$ cat src/rtl/lsu_pkg.sv
// Shared definitions for the load/store unit: RV32I funct3 encodings, FSM states
// and the request legality check.
package lsu_pkg;

  localparam int XLEN = 32;
  localparam int BE_W = 4;

  localparam logic [2:0] F3_B  = 3'b000;
  localparam logic [2:0] F3_H  = 3'b001;
  localparam logic [2:0] F3_W  = 3'b010;
  localparam logic [2:0] F3_BU = 3'b100;
  localparam logic [2:0] F3_HU = 3'b101;

  typedef enum logic [1:0] {
    IDLE = 2'd0,
    BUSY = 2'd1,
    RESP = 2'd2
  } lsu_state_e;

  // funct3[1:0] encodes access size (00 byte, 01 half, 10 word) for every legal op.
  function automatic logic lsu_legal(input logic we, input logic [2:0] f3,
                                     input logic [1:0] off);
    logic ok_op;
    logic ok_al;
    if (we) ok_op = (f3 == F3_B) || (f3 == F3_H) || (f3 == F3_W);
    else    ok_op = (f3 == F3_B) || (f3 == F3_H) || (f3 == F3_W) ||
                    (f3 == F3_BU) || (f3 == F3_HU);
    case (f3[1:0])
      2'b00:   ok_al = 1'b1;
      2'b01:   ok_al = ~off[0];
      default: ok_al = (off == 2'b00);
    endcase
    return ok_op & ok_al;
  endfunction

endpackage

$ cat src/rtl/lsu_lane_align.sv
// Combinational byte-lane steering: store byte enables / replicated write data,
// and load byte/half extraction with sign or zero extension.
module lsu_lane_align
  import lsu_pkg::*;
(
  input  logic [1:0]      st_size_i,
  input  logic [1:0]      st_off_i,
  input  logic [XLEN-1:0] st_data_i,
  output logic [BE_W-1:0] be_o,
  output logic [XLEN-1:0] wdata_o,
  input  logic [2:0]      ld_funct3_i,
  input  logic [1:0]      ld_off_i,
  input  logic [XLEN-1:0] ld_word_i,
  output logic [XLEN-1:0] ld_data_o
);

  logic [7:0]  ld_byte;
  logic [15:0] ld_half;

  always_comb begin
    be_o    = 4'b1111;
    wdata_o = st_data_i;
    case (st_size_i)
      2'b00: begin
        be_o    = 4'b0001 << st_off_i;
        wdata_o = {4{st_data_i[7:0]}};
      end
      2'b01: begin
        be_o    = st_off_i[1] ? 4'b1100 : 4'b0011;
        wdata_o = {2{st_data_i[15:0]}};
      end
      default: begin
        be_o    = 4'b1111;
        wdata_o = st_data_i;
      end
    endcase
  end

  always_comb begin
    ld_byte = ld_word_i[7:0];
    case (ld_off_i)
      2'd0: ld_byte = ld_word_i[7:0];
      2'd1: ld_byte = ld_word_i[15:8];
      2'd2: ld_byte = ld_word_i[23:16];
      2'd3: ld_byte = ld_word_i[31:24];
      default: ld_byte = ld_word_i[7:0];
    endcase
    ld_half = ld_off_i[1] ? ld_word_i[31:16] : ld_word_i[15:0];
    case (ld_funct3_i)
      F3_B:    ld_data_o = {{24{ld_byte[7]}}, ld_byte};
      F3_H:    ld_data_o = {{16{ld_half[15]}}, ld_half};
      F3_BU:   ld_data_o = {24'd0, ld_byte};
      F3_HU:   ld_data_o = {16'd0, ld_half};
      default: ld_data_o = ld_word_i;
    endcase
  end

endmodule

$ cat src/rtl/load_store_unit.sv
// Multi-cycle load/store engine: IDLE -> BUSY -> RESP over a req/ack data memory
// port, stalling the datapath until the access completes, errors or times out.
module load_store_unit
  import lsu_pkg::*;
#(
  parameter int DataAddrWidth = 10,
  parameter int TimeoutCycles = 15
) (
  input  logic                     clk_i,
  input  logic                     rst_i,
  input  logic                     req_valid_i,
  input  logic                     req_we_i,
  input  logic [2:0]               funct3_i,
  input  logic [XLEN-1:0]          addr_i,
  input  logic [XLEN-1:0]          wdata_i,
  output logic                     stall_o,
  output logic                     done_o,
  output logic                     err_o,
  output logic [XLEN-1:0]          rdata_o,
  output logic                     mem_req_o,
  output logic                     mem_we_o,
  output logic [DataAddrWidth-1:0] mem_addr_o,
  output logic [BE_W-1:0]          mem_be_o,
  output logic [XLEN-1:0]          mem_wdata_o,
  input  logic                     mem_ack_i,
  input  logic [XLEN-1:0]          mem_rdata_i
);

  localparam int CntW = $clog2(TimeoutCycles + 1);
  localparam logic [CntW-1:0] CntLast = CntW'(TimeoutCycles - 1);

  lsu_state_e state_q, state_d;

  logic                     we_q, we_d;
  logic [DataAddrWidth-1:0] addr_q, addr_d;
  logic [BE_W-1:0]          be_q, be_d;
  logic [XLEN-1:0]          wdata_q, wdata_d;
  logic [2:0]               funct3_q, funct3_d;
  logic [1:0]               off_q, off_d;
  logic                     err_q, err_d;
  logic [XLEN-1:0]          rdata_q, rdata_d;
  logic [CntW-1:0]          cnt_q, cnt_d;

  logic                     legal;
  logic                     timeout;
  logic [BE_W-1:0]          be_new;
  logic [XLEN-1:0]          wdata_new;
  logic [XLEN-1:0]          ld_data;

  // Upper address bits wrap modulo the memory size.
  logic unused_addr_hi;
  assign unused_addr_hi = ^addr_i[XLEN-1:DataAddrWidth+2];

  assign legal   = lsu_legal(req_we_i, funct3_i, addr_i[1:0]);
  assign timeout = (cnt_q == CntLast);

  lsu_lane_align u_align (
    .st_size_i  (funct3_i[1:0]),
    .st_off_i   (addr_i[1:0]),
    .st_data_i  (wdata_i),
    .be_o       (be_new),
    .wdata_o    (wdata_new),
    .ld_funct3_i(funct3_q),
    .ld_off_i   (off_q),
    .ld_word_i  (mem_rdata_i),
    .ld_data_o  (ld_data)
  );

  always_ff @(posedge clk_i or negedge rst_i) begin
    if (!rst_i) state_q <= IDLE;
    else        state_q <= state_d;
  end

  always_comb begin
    state_d = state_q;
    case (state_q)
      IDLE:    if (req_valid_i) state_d = legal ? BUSY : RESP;
      BUSY:    if (mem_ack_i || timeout) state_d = RESP;
      RESP:    state_d = IDLE;
      default: state_d = IDLE;
    endcase
  end

  // An ack on the last allowed BUSY cycle takes priority over the timeout.
  always_comb begin
    we_d     = we_q;
    addr_d   = addr_q;
    be_d     = be_q;
    wdata_d  = wdata_q;
    funct3_d = funct3_q;
    off_d    = off_q;
    err_d    = err_q;
    rdata_d  = rdata_q;
    cnt_d    = cnt_q;
    case (state_q)
      IDLE: begin
        if (req_valid_i) begin
          err_d = ~legal;
          cnt_d = '0;
          if (legal) begin
            we_d     = req_we_i;
            addr_d   = addr_i[DataAddrWidth+1:2];
            be_d     = be_new;
            wdata_d  = wdata_new;
            funct3_d = funct3_i;
            off_d    = addr_i[1:0];
          end else begin
            rdata_d = '0;
          end
        end
      end
      BUSY: begin
        if (mem_ack_i) begin
          rdata_d = we_q ? '0 : ld_data;
        end else if (timeout) begin
          err_d   = 1'b1;
          rdata_d = '0;
        end else begin
          cnt_d = cnt_q + 1'b1;
        end
      end
      default: ;
    endcase
  end

  always_ff @(posedge clk_i or negedge rst_i) begin
    if (!rst_i) begin
      we_q     <= 1'b0;
      addr_q   <= '0;
      be_q     <= '0;
      wdata_q  <= '0;
      funct3_q <= '0;
      off_q    <= '0;
      err_q    <= 1'b0;
      rdata_q  <= '0;
      cnt_q    <= '0;
    end else begin
      we_q     <= we_d;
      addr_q   <= addr_d;
      be_q     <= be_d;
      wdata_q  <= wdata_d;
      funct3_q <= funct3_d;
      off_q    <= off_d;
      err_q    <= err_d;
      rdata_q  <= rdata_d;
      cnt_q    <= cnt_d;
    end
  end

  // Stall is forced low while reset is asserted so an abandoned access releases at once.
  always_comb begin
    mem_req_o   = (state_q == BUSY);
    mem_we_o    = (state_q == BUSY) & we_q;
    mem_addr_o  = addr_q;
    mem_be_o    = be_q;
    mem_wdata_o = wdata_q;
    done_o      = (state_q == RESP);
    err_o       = (state_q == RESP) & err_q;
    rdata_o     = rdata_q;
    stall_o     = rst_i & (((state_q == IDLE) & req_valid_i) | (state_q == BUSY));
  end

endmodule
$ cat config.mk
export PLATFORM = sky130hd
export DESIGN_NAME = load_store_unit
export DESIGN_NICKNAME = d
export VERILOG_FILES = /design/src/rtl/lsu_pkg.sv /design/src/rtl/lsu_lane_align.sv /design/src/rtl/load_store_unit.sv
export SDC_FILE = /design/constraint.sdc
export NUM_CORES = 1
export LEC_CHECK = 0
export CORE_AREA = 5 5 101 112
export DETAILED_ROUTE_END_ITERATION = 10
export DIE_AREA = 0 0 106 117
export GPL_TIMING_DRIVEN = 0
export MAX_ROUTING_LAYER = met4
export PLACE_DENSITY = 0.82
export SYNTH_ARGS = -nofsm -noshare
export SYNTH_HDL_FRONTEND = slang
export SYNTH_SLANG_ARGS = --single-unit
$ cat constraint.sdc
create_clock -name clk_i -period 3.7 [get_ports clk_i]
set_input_delay 0.37 -clock clk_i [delete_from_list [all_inputs] [get_ports clk_i]]
set_output_delay 0.37 -clock clk_i [all_outputs]
set_load 0.02 [all_outputs]
# After elaboration in Yosys (flattened, before gate mapping)
# Cells that the tools add are included.
# totals
register_bits	91
elab_cells	84
# classes
n_reduce_logical	17
shifts	1
n_eq_ne	21
mux	26
bitwise_logic	8
n_addsub	1
# ops
cell	n
32-bit two-way mux	5
32-bit case mux with 2 select lines	2
32-bit case mux with 4 select lines	1
8-bit case mux with 4 select lines	1
16-bit two-way mux	1
4-bit two-way mux	4
4-bit case mux with 2 select lines	2
3-bit equality test (second input constant)	4
4-bit AND reduction	3
2-bit logical NOT	4
2-bit != test (second input constant)	4
2-bit by 1-bit equality test with 1-bit output (second input constant)	3
2-bit equality test (second input constant)	3
3-bit by 1-bit equality test with 1-bit output (second input constant)	2
3-bit logical NOT	2
2-bit two-way mux	3
1-bit AND	5
1-bit logical OR	5
4-bit by 1-bit adder with 4-bit output (second input constant)	1
4-bit equality test (second input constant)	1
1-bit two-way mux	4
2-bit by 1-bit != test with 1-bit output (second input constant)	2
1-bit case mux with 2 select lines	2
2-bit case mux with 2 select lines	1
other kinds (8)	9

# Longest topological paths before layout
# Gate-level depths: netlist of run 1.
# depth
word_depth	10
mapped_depth	9
mapped_depth_nobuf	7

# By module
# Synthesis of run 1 repeated with hierarchy kept, for this count alone.
# unflattened
hier_cells	398
hier_area_um2	4762.1
# modules_own_cells
module	area_each_um2	cells_each	n_inst
load_store_unit	3671.0	238	1
lsu_lane_align	1091.0	160	1

# Worst setup path after synthesis of run 1
# Ideal clock, no wire load.
# synth_path
path_type	reg2reg
from	reg cnt_q[0]
to	reg rdata_q[16], in the netlist rdata_o[16]
path_buffers	2
slack_ps	1876
setup_time_ps	71
path_stages_with_launch	10
t_arrival_ps	1754
cell_sequence	dfrtp_1 > inv_1 > ha_1 > and3_1 > or3_1 > clkbuf_1 > nand3_1 > buf_2 > a22oi_1 > nand2_1
# synth_between
elab_chain_len	3
# synth_rtl
element	line	source
from (decl)	load_store_unit.sv:42	logic [CntW-1:0] cnt_q, cnt_d;
from (signal assigned)	load_store_unit.sv:146	cnt_q <= cnt_d;
4-bit equality test	load_store_unit.sv:55	assign timeout = (cnt_q == CntLast);
3-bit by 1-bit != test with 1-bit output (no source line)	--	
4-bit AND reduction (no source line)	--	
to (signal assigned)	load_store_unit.sv:145	rdata_q <= rdata_d;
to (decl)	load_store_unit.sv:41	logic [XLEN-1:0] rdata_q, rdata_d;
# No other way between the ends.
# A chain may end at the register's enable or synchronous reset.

# Final worst setup path of run 1
# layout_path
from	in rst_i
to	out stall_o
# layout_between
elab_chain_len	1
# layout_rtl
element	line	source
from (decl)	load_store_unit.sv:10	input logic rst_i,
1-bit AND	load_store_unit.sv:160	stall_o = rst_i & (((state_q == IDLE) & req_valid_i) | (state_q == BUSY));
to (decl)	load_store_unit.sv:16	output logic stall_o,
# No other way between the ends.

==> impl_metrics.yaml, run 1 <==
final_layout:
  design_area_um2: 6526
  fillCellCount: 824
  regArea_um2: 2277
  multi_input_area_um2: 1926
  drive_gt1_share_pct: 8.389
  syn2layout_area_growth_pct: 49.16
  final_cell_mix: "163 x clkdlybuf4s50_1, 91 x dfrtp_1, 65 x nand2_1, 38 x o21ai_0, 33 x mux2i_1"
  nets: 697
  final_common_cell: "clkdlybuf4s50_1"
  n_antenna_cell: 0
detailed_routing:
  routedWlPerCell_um: 19.23
  drt_iter0_markers: 164
  postRouteAntennaNets: 0
  top_layer: "met4"
  vias: 4016
  drc: 0
  firstDrtPassIters: 4
  wl_met1_mm: 5.618
  drt-total-wl_mm: 13.83
  dr_wl_met2_mm: 6.896
  viasPerCell: 5.586
  wl_met3_mm: 1.074
sta:
  timing.final.ws_setup_ps: 865.1
  finalHoldViolCount: 0
  grt_setup_unrepaired: "false"
  skew_ps: 8.016
  fmaxAchievable_mhz: 352.7
  relSlewSlack_pct: 27.61
  report.final.slew_viol_count: 0
  period_needed_ps: 2835
  fin_crit_sh_pct: 76.62
  setup_tns_ps: 0
  setup_viol: 0
  tightest_slew_ps: 1069
floorplanning:
  dieHeight_um: 117
  die_w_um: 106
  rows: 39
  boundaryPins: 187
  initial_core_util_pct: 43.11
  core_um2: 10150
  dieArea_um2: 12400
power_and_ir_drop:
  leakage_nw: 2.958
  pwr_density_cell_nw_per_um2: 694.3
  netSwitchingPower_mw: 1.613
  ir_worst_vdd_v: 0.0004160
  power.total_mw: 4.531
  combPwrFrac_pct: 44.7
  p_int_mw: 2.918
  power_switching_share_pct: 35.60
  seqPwrFrac_pct: 33.7
  power_frac_clock_pct: 21.7
status:
  status: "complete, no violations"
clock_network:
  cts_tree: "built"
  clk_path_buf_depth: 2
  clk_latency_ps: 340
  cts_resized: 0
  cts_max_level: 3
  cts_made_buffers: 9
  cts-root-buf: "clkbuf_16"
  clkTransAtPathRegs_ps: 60
  cts.sinks: 91
critical_path:
  arrival_ps: 2460
  r2r-end: "rdata_o[29]"
  reg2reg_depth: 4
  end_kind: "primary output"
  crit_path_start_kind: "input pin"
  cp_max_fo: 58
  r2r_setup_slack_ps: 1380
  critPathRequiredTime_ps: 3330
  crit_start: "rst_i"
  critPathCapture: "stall_o"
  critical_path_class: "input pin to primary output"
  r2r_start: "off_q[0]"
yosys:
  synth_cell_types: 42
  synthFlopType: "dfrtp_1"
  syn_area_per_cell_um2: 10.57
  syn_inst: 414
  ys_ff_latch: 91
  synth_edf_count: 0
  synth_nets: 520
  seq_area_frac_synth_pct: 52.04
  ys_warn_count: 0
  synthArstFlopShare_pct: 100.0
  syn-cell-area_um2: 4375
global_routing:
  grt_overflow_total: 0
  grt_pass1_wl_mm: 21.94
  grt_pass1_vias: 4324
  antenna_found_initial: 0
  track_usage_pct: 23.29
  grt_start_max_net_pins: 59
placement:
  port_buffers: 164
  dpl_cell_area_um2: 6196
  dp_hpwl_mm: 10.46
  dp_slack_ps: 1055
  place.gp.congestion: 0.8971
run:
  maxCapViolCount: 0
worst_hold_path:
  hold_class: "register to register"
-- Yosys cell counts, types with 3 or more instances --
master      n  area (µm²)
dfrtp_1    91        2277
nand2_1    65       244.0
o21ai_0    38       190.2
mux2i_1    33       330.3
nor2_1     24       90.09
clkbuf_1   20       75.07
mux2_4     20       300.3
a22oi_1    16       120.1
a21oi_1    14       70.07
o22ai_1    10       62.56
a22o_1      8       70.07
a2bb2oi_1   8       70.07
inv_1       8       30.03
buf_2       6       30.03
o221ai_1    5       43.79
mux2_2      4       45.04
nand3_1     4       20.02
and2_1      3       18.77
buf_6       3       33.78
nor2b_1     3       18.77
nor3_1      3       15.01
-- metal layers --
| layer | vias up | global-route usage, % |
|---|---|---|
| met3 | 23 | 6.528 |
| met4 | 0 | 8.808 |
| li1 | 1840 | - |
| met1 | 1983 | 26.70 |
| met5 | - | - |
| met2 | 170 | 39.33 |
-- metrics by stage --
stage,std cells,hold WS [ps],util (%)
after floorplan,414,74.41,-
after global placement,701,460.0,60.80
after detailed placement,702,357.7,61.05
after CTS,719,483.1,64.30
after global routing,719,493.5,64.30
final,719,475.9,64.30
-- repair_timing --
| action | in CTS | in global routing |
|---|---|---|
| setup endpoints to repair | 0 | 0 |
| hold endpoints to repair | 2 | 0 |
| setup buffers | 0 | 0 |
| hold buffers | 1 | 0 |
-- layout make-up --
type,count,area share (%)
Sequential cell,91,34.89
Multi-Input combinational cell,285,29.51
Timing Repair Buffer,166,25.69
Clock buffer,12,3.777
Tap cell,123,2.358
Buffer,29,2.128
Clock inverter,4,1.131
Inverter,9,0.5176
-- worst max-delay path: stages --
cell and delay, ps:
dlygate4sd3_1 520, buf_4 410, buf_16 330, and2_1 200, clkdlybuf4s50_1 610
-- power groups by stage --
| stage | combinational, mW | clock, mW | sequential [mW] |
|---|---|---|---|
| floorplan | 0.722 | 0 | 1.86 |
| global placement | 1.98 | 0 | 1.52 |
| detailed placement | 2.02 | 0 | 1.53 |
| CTS | 2.03 | 1.00 | 1.52 |
| global route | 2.16 | 1.05 | 1.57 |
| finish | 2.02 | 0.982 | 1.53 |
-- cells by family (layout without fill, tap and decap cells) --
group,count (synthesis),after routing,share of synthesized area (%)
xor+xnor,2,2,0.4004
flops,91,91,52.04
simple gates,114,114,11.10
compound gates,110,110,16.50
fa+ha+maj,2,2,0.5718
mux,57,57,15.44
buf+inv,38,220,3.946
-- worst min-delay path by stage --
stage,startpoint,endpoint,slack (ps),cells past startpoint
6_report,mem_wdata_o[11],mem_wdata_o[11],480,2
2_1_floorplan,rst_i,cnt_q[0],70,0
4_1_cts,mem_wdata_o[11],mem_wdata_o[11],480,2
3_5_place_dp,rst_i,rdata_o[1],360,1
5_1_grt,rdata_o[0],rdata_o[0],490,2
3_3_place_gp,mem_wdata_o[29],mem_wdata_o[29],460,2
-- flip-flops by register name, indices dropped and copies added (netlist names) --
name,cells
cnt_q,4
off_q,2
funct3_q,3
mem_be_o,4
mem_wdata_o,32
rdata_o,32
err_q,1
state_q,2
we_q,1
mem_addr_o,10
Note: power is estimated with default switching activity, not from simulation.
==> run 2, diff against run 1 <==
Settings changed: CORE_AREA 5 5 101 112 to 5 5 107 120, DIE_AREA 0 0 106 117 to 0 0 112 125, PLACE_DENSITY 0.82 to 0.76.
Clock period 3.7 ns to 2.4 ns, I/O delays scaled along.
==> run 2 against run 1 <==
Combinational power rose by 55%. Utilization fell by 7.4 points. Sequential share of layout area fell by 0.42 points. Final area rose by 1.2%. Power rose by 55%. Register-to-register slack got worse by 1100 ps. Critical path depth did not move.
==> impl_metrics.yaml, run 2 (synthesized netlist as in run 1, its figures left out) <==
critical_path:
  r2r-end: "rdata_o[27]"
  cp_max_fo: 53
  arrival_ps: 1960
  end_kind: "primary output"
  critPathCapture: "stall_o"
  critical_path_class: "input pin to primary output"
  reg2reg_depth: 9
  critPathRequiredTime_ps: 2160
  crit_start: "rst_i"
  r2r_start: "cnt_q[0]"
  r2r_setup_slack_ps: 260
  crit_path_start_kind: "input pin"
global_routing:
  grt_start_max_net_pins: 54
  grt_pass1_vias: 4210
  grt_overflow_total: 0
  antenna_found_initial: 0
  track_usage_pct: 20.53
  grt_pass1_wl_mm: 22.25
clock_network:
  cts_setup_buffers: 0
  cts.sinks: 91
  cts_made_buffers: 9
  cts_tree: "built"
  clkTransAtPathRegs_ps: 60
  clk_path_buf_depth: 2
  cts-root-buf: "clkbuf_16"
  cts_max_level: 3
  clk_latency_ps: 340
final_layout:
  final_cells: 751
  final_cell_mix: "163 x clkdlybuf4s50_1, 91 x dfrtp_1, 65 x nand2_1, 38 x o21ai_0, 33 x mux2i_1"
  final_core_util_pct: 56.88
  nets: 698
  n_antenna_cell: 0
  final_common_cell: "clkdlybuf4s50_1"
  drive_gt1_share_pct: 9.045
  syn2layout_area_growth_pct: 50.99
placement:
  dp_slack_ps: -162.8
  place_inst: 733
  port_buffers: 164
  dp_hpwl_mm: 10.84
  place.gp.congestion: 0.8958
detailed_routing:
  vias: 3949
  drc: 0
  routedWlPerCell_um: 18.76
  firstDrtPassIters: 4
  viasPerCell: 5.258
  drt_iter0_markers: 233
  drt-total-wl_mm: 14.09
  postRouteAntennaNets: 0
power_and_ir_drop:
  pwr_density_cell_nw_per_um2: 1065
  leakage_nw: 2.972
  ir_worst_vdd_v: 0.0005933
sta:
  fmaxAchievable_mhz: 454.7
  whs_ps: 448.2
  grt_setup_unrepaired: "false"
  report.final.slew_viol_count: 0
  period_needed_ps: 2199
  skew_ps: 3.587
  timing.final.ws_setup_ps: 200.5
  tightest_slew_ps: 945.0
  setup_viol: 0
  relSlewSlack_pct: 36.76
  finalHoldViolCount: 0
  fin_crit_sh_pct: 91.65
floorplanning:
  boundaryPins: 187
  initial_core_util_pct: 37.68
  die_w_um: 112
  dieArea_um2: 14000
  dieHeight_um: 125
  rows: 42
  core_um2: 11610
status:
  status: "complete, no violations"
run:
  maxCapViolCount: 0
worst_hold_path:
  hold_class: "input pin to asynchronous set/reset pin"
[run 2: critical path, stage by stage]
cell and delay, ps:
dlygate4sd3_1 530, buf_4 150, buf_16 260, and2_1 170, clkdlybuf4s50_1 600
[run 2: layer usage]
layer	track usage, %	wire length [µm]
met5	-	0
met4	5.728	159
met3	7.298	1240
met2	34.12	7011
met1	23.57	5676
[run 2: how the worst min path moves through the flow]
stage	from	to	slack, ps	cells after the start
final	rst_i	rdata_o[17]	450	3
after global routing	rst_i	rdata_o[16]	470	3
after CTS	rst_i	rdata_o[16]	440	3
after detailed placement	rst_i	rdata_o[16]	260	1
after global placement	mem_wdata_o[25]	mem_wdata_o[25]	460	2
after floorplan	rst_i	cnt_q[0]	-60	0
[run 2: where the power goes]
part	leakage [nW]	internal, mW	switching, mW
Clock	0.159	0.968	0.584
Combinational	1.65	1.53	1.61
Sequential	1.17	2.04	0.312
[run 2: per-stage QoR]
step                      power [mW]  instance area [µm²]  TNS [ps]
after floorplan                3.986                 4375         0
after global placement         5.393                 6210   -203530
after detailed placement       5.495                 6235     -1645
after CTS                      7.084                 6594         0
after global routing           7.403                 6606         0
final                          7.038                 6606         0
[run 2: layout make-up]
| class | count | area, µm² |
|---|---|---|
| buffer | 29 | 138.9 |
| clock buffer | 12 | 256.5 |
| clock inverter | 4 | 72.57 |
| fill | 1001 | 5007 |
| inverter | 9 | 33.78 |
| multi-input combinational | 285 | 1938 |
| sequential | 91 | 2277 |
| tap | 154 | 192.7 |
| timing repair buffer | 167 | 1697 |
[run 2: what timing repair did]
action,CTS,global route
hold buffers,2,0
endpoints found under the hold margin,39,0
setup endpoints to repair,0,16
resized for setup,0,2
==> run 3, diff against run 2 <==
Settings changed: CORE_AREA 5 5 107 120 to 5 5 101 112, DIE_AREA 0 0 112 125 to 0 0 106 117, DONT_BUFFER_PORTS set to 1, PLACE_DENSITY 0.76 to not set.
==> run 3 against run 2 <==
Power fell by 16%. Setup slack got worse by 26 ps. Clock power barely moved. Via count fell by 18%. Global-route usage fell by 0.86 points. Largest power group is now registers. Critical path depth fell by 1. Highest routed layer unchanged. Final area fell by 26%. Maximum frequency fell by 1.2%. Clock skew rose by 2.5 ps.
==> impl_metrics.yaml, run 3 (synthesized netlist as in run 1, its figures left out) <==
critical_path:
  arrival_ps: 2440
  critPathRequiredTime_ps: 2620
  end_kind: "register"
  cp_max_fo: 10
  crit_path_start_kind: "register"
  critical_path_class: "register to register"
final_layout:
  nets: 534
  syn2layout_area_growth_pct: 12.04
  final_common_cell: "dfrtp_1"
  drive_gt1_share_pct: 11.55
  n_antenna_cell: 0
  final_cell_mix: "91 x dfrtp_1, 65 x nand2_1, 38 x o21ai_0, 33 x mux2i_1, 24 x nor2_1"
  final_cells: 556
detailed_routing:
  firstDrtPassIters: 4
  postRouteAntennaNets: 0
  vias: 3246
  routedWlPerCell_um: 21.41
  drt-total-wl_mm: 11.90
  viasPerCell: 5.838
  drt_iter0_markers: 185
  drc: 0
power_and_ir_drop:
  seqPwrFrac_pct: 50.5
  power_switching_share_pct: 38.65
  power_frac_clock_pct: 25.8
  p_int_mw: 3.629
  pwr_density_cell_nw_per_um2: 1207
  netSwitchingPower_mw: 2.286
  leakage_nw: 2.345
  ir_worst_vdd_v: 0.0006554
  combPwrFrac_pct: 23.6
sta:
  finalHoldViolCount: 0
  fin_crit_sh_pct: 92.72
  setup_viol: 0
  relSlewSlack_pct: 36.28
  whs_ps: 38.44
  skew_ps: 6.047
  period_needed_ps: 2225
  timing.final.ws_setup_ps: 174.8
  fmaxAchievable_mhz: 449.4
  tightest_slew_ps: 940.9
  setup_tns_ps: 0
  report.final.slew_viol_count: 0
  grt_setup_unrepaired: "false"
clock_network:
  cts.sinks: 91
  cts_max_level: 3
  clkTransAtPathRegs_ps: 70
  cts-root-buf: "clkbuf_16"
  clk_path_buf_depth: 2
  cts_tree: "built"
  cts_made_buffers: 9
  clk_latency_ps: 340
global_routing:
  grt_overflow_total: 0
  track_usage_pct: 19.67
  antenna_found_initial: 0
  grt_pass1_wl_mm: 18.24
  grt_pass1_vias: 3375
  grt_start_max_net_pins: 93
floorplanning:
  die_w_um: 106
  core_um2: 10150
  dieHeight_um: 117
  dieArea_um2: 12400
  initial_core_util_pct: 43.11
  boundaryPins: 187
  rows: 39
status:
  status: "complete, no violations"
placement:
  dp_slack_ps: 167.2
  place_inst: 537
  dp_hpwl_mm: 8.880
  port_buffers: 0
  place.gp.congestion: 0.8121
run:
  maxCapViolCount: 0
worst_hold_path:
  hold_class: "input pin to register"
run 3: cell types whose count changed in the layout (fill, tap and decap cells not counted), sizes merged:
cell and delta:
buf -2, clkdlybuf4s50 -163, clkinv +1, clkinvlp -1, dlygate4sd3 +1
run 3: critical path, stage by stage (launching register included):
cell,delay [ps]
dfrtp_1,490
mux2_2,390
o311ai_1,780
buf_2,360
nand2_1,90
run 3: final timing paths:
kind / startpoint / end / slack [ps] / cells past startpoint
max: off_q[0] / rdata_o[30] / 170 / 4
min: mem_rdata_i[29] / rdata_o[29] / 40 / 2
max reg2reg: off_q[0] / rdata_o[30] / 170 / 4
min reg2reg: err_q / err_q / 490 / 2
max in group asynchronous: rst_i / mem_addr_o[2] / 1550 / 2
min in group asynchronous: rst_i / rdata_o[15] / 490 / 2
run 3: through the flow:
stage               utilization (%)  power (mW)  area (µm²)
finish                        48.30       5.915        4902
global route                  48.30       6.255        4902
CTS                           47.88       5.928        4860
detailed placement            44.63       4.382        4529
global placement              44.63       4.334        4529
floorplan                         -       3.986        4375
run 3: final cells by class:
| cell class | count | area, µm² |
|---|---|---|
| fillers | 937 | 5248 |
| flip-flops and latches | 91 | 2277 |
| multi-input cells | 285 | 1931 |
| clock buffers | 12 | 246.5 |
| well taps | 123 | 153.9 |
| plain buffers | 29 | 138.9 |
| clock inverters | 4 | 73.82 |
| repair buffers | 3 | 47.55 |
| inverters | 9 | 33.78 |
run 3: what timing repair did:
action	4_1_cts	5_1_grt
hold buffers	1	2
setup buffers	0	0
endpoints found under the hold margin	93	91
resized for setup	0	1
setup endpoints to repair	0	2
run 3: power groups by stage:
stage	sequential, mW	clock, mW	combinational (mW)
3_5_place_dp	3.02	0	1.37
2_1_floorplan	2.87	0	1.11
5_1_grt	3.06	1.64	1.56
3_3_place_gp	3.01	0	1.32
6_report	2.99	1.53	1.40
4_1_cts	3.00	1.56	1.37
run 3: routing by layer:
metal  global-route usage (%)  part of all wire [%]  up-vias
li1                         -                     -     1508
met1                    22.53                    41     1592
met2                    32.48                    49      131
met3                    6.473                   9.1       15
met4                    7.427                   1.6        0
met5                        -                     0        -
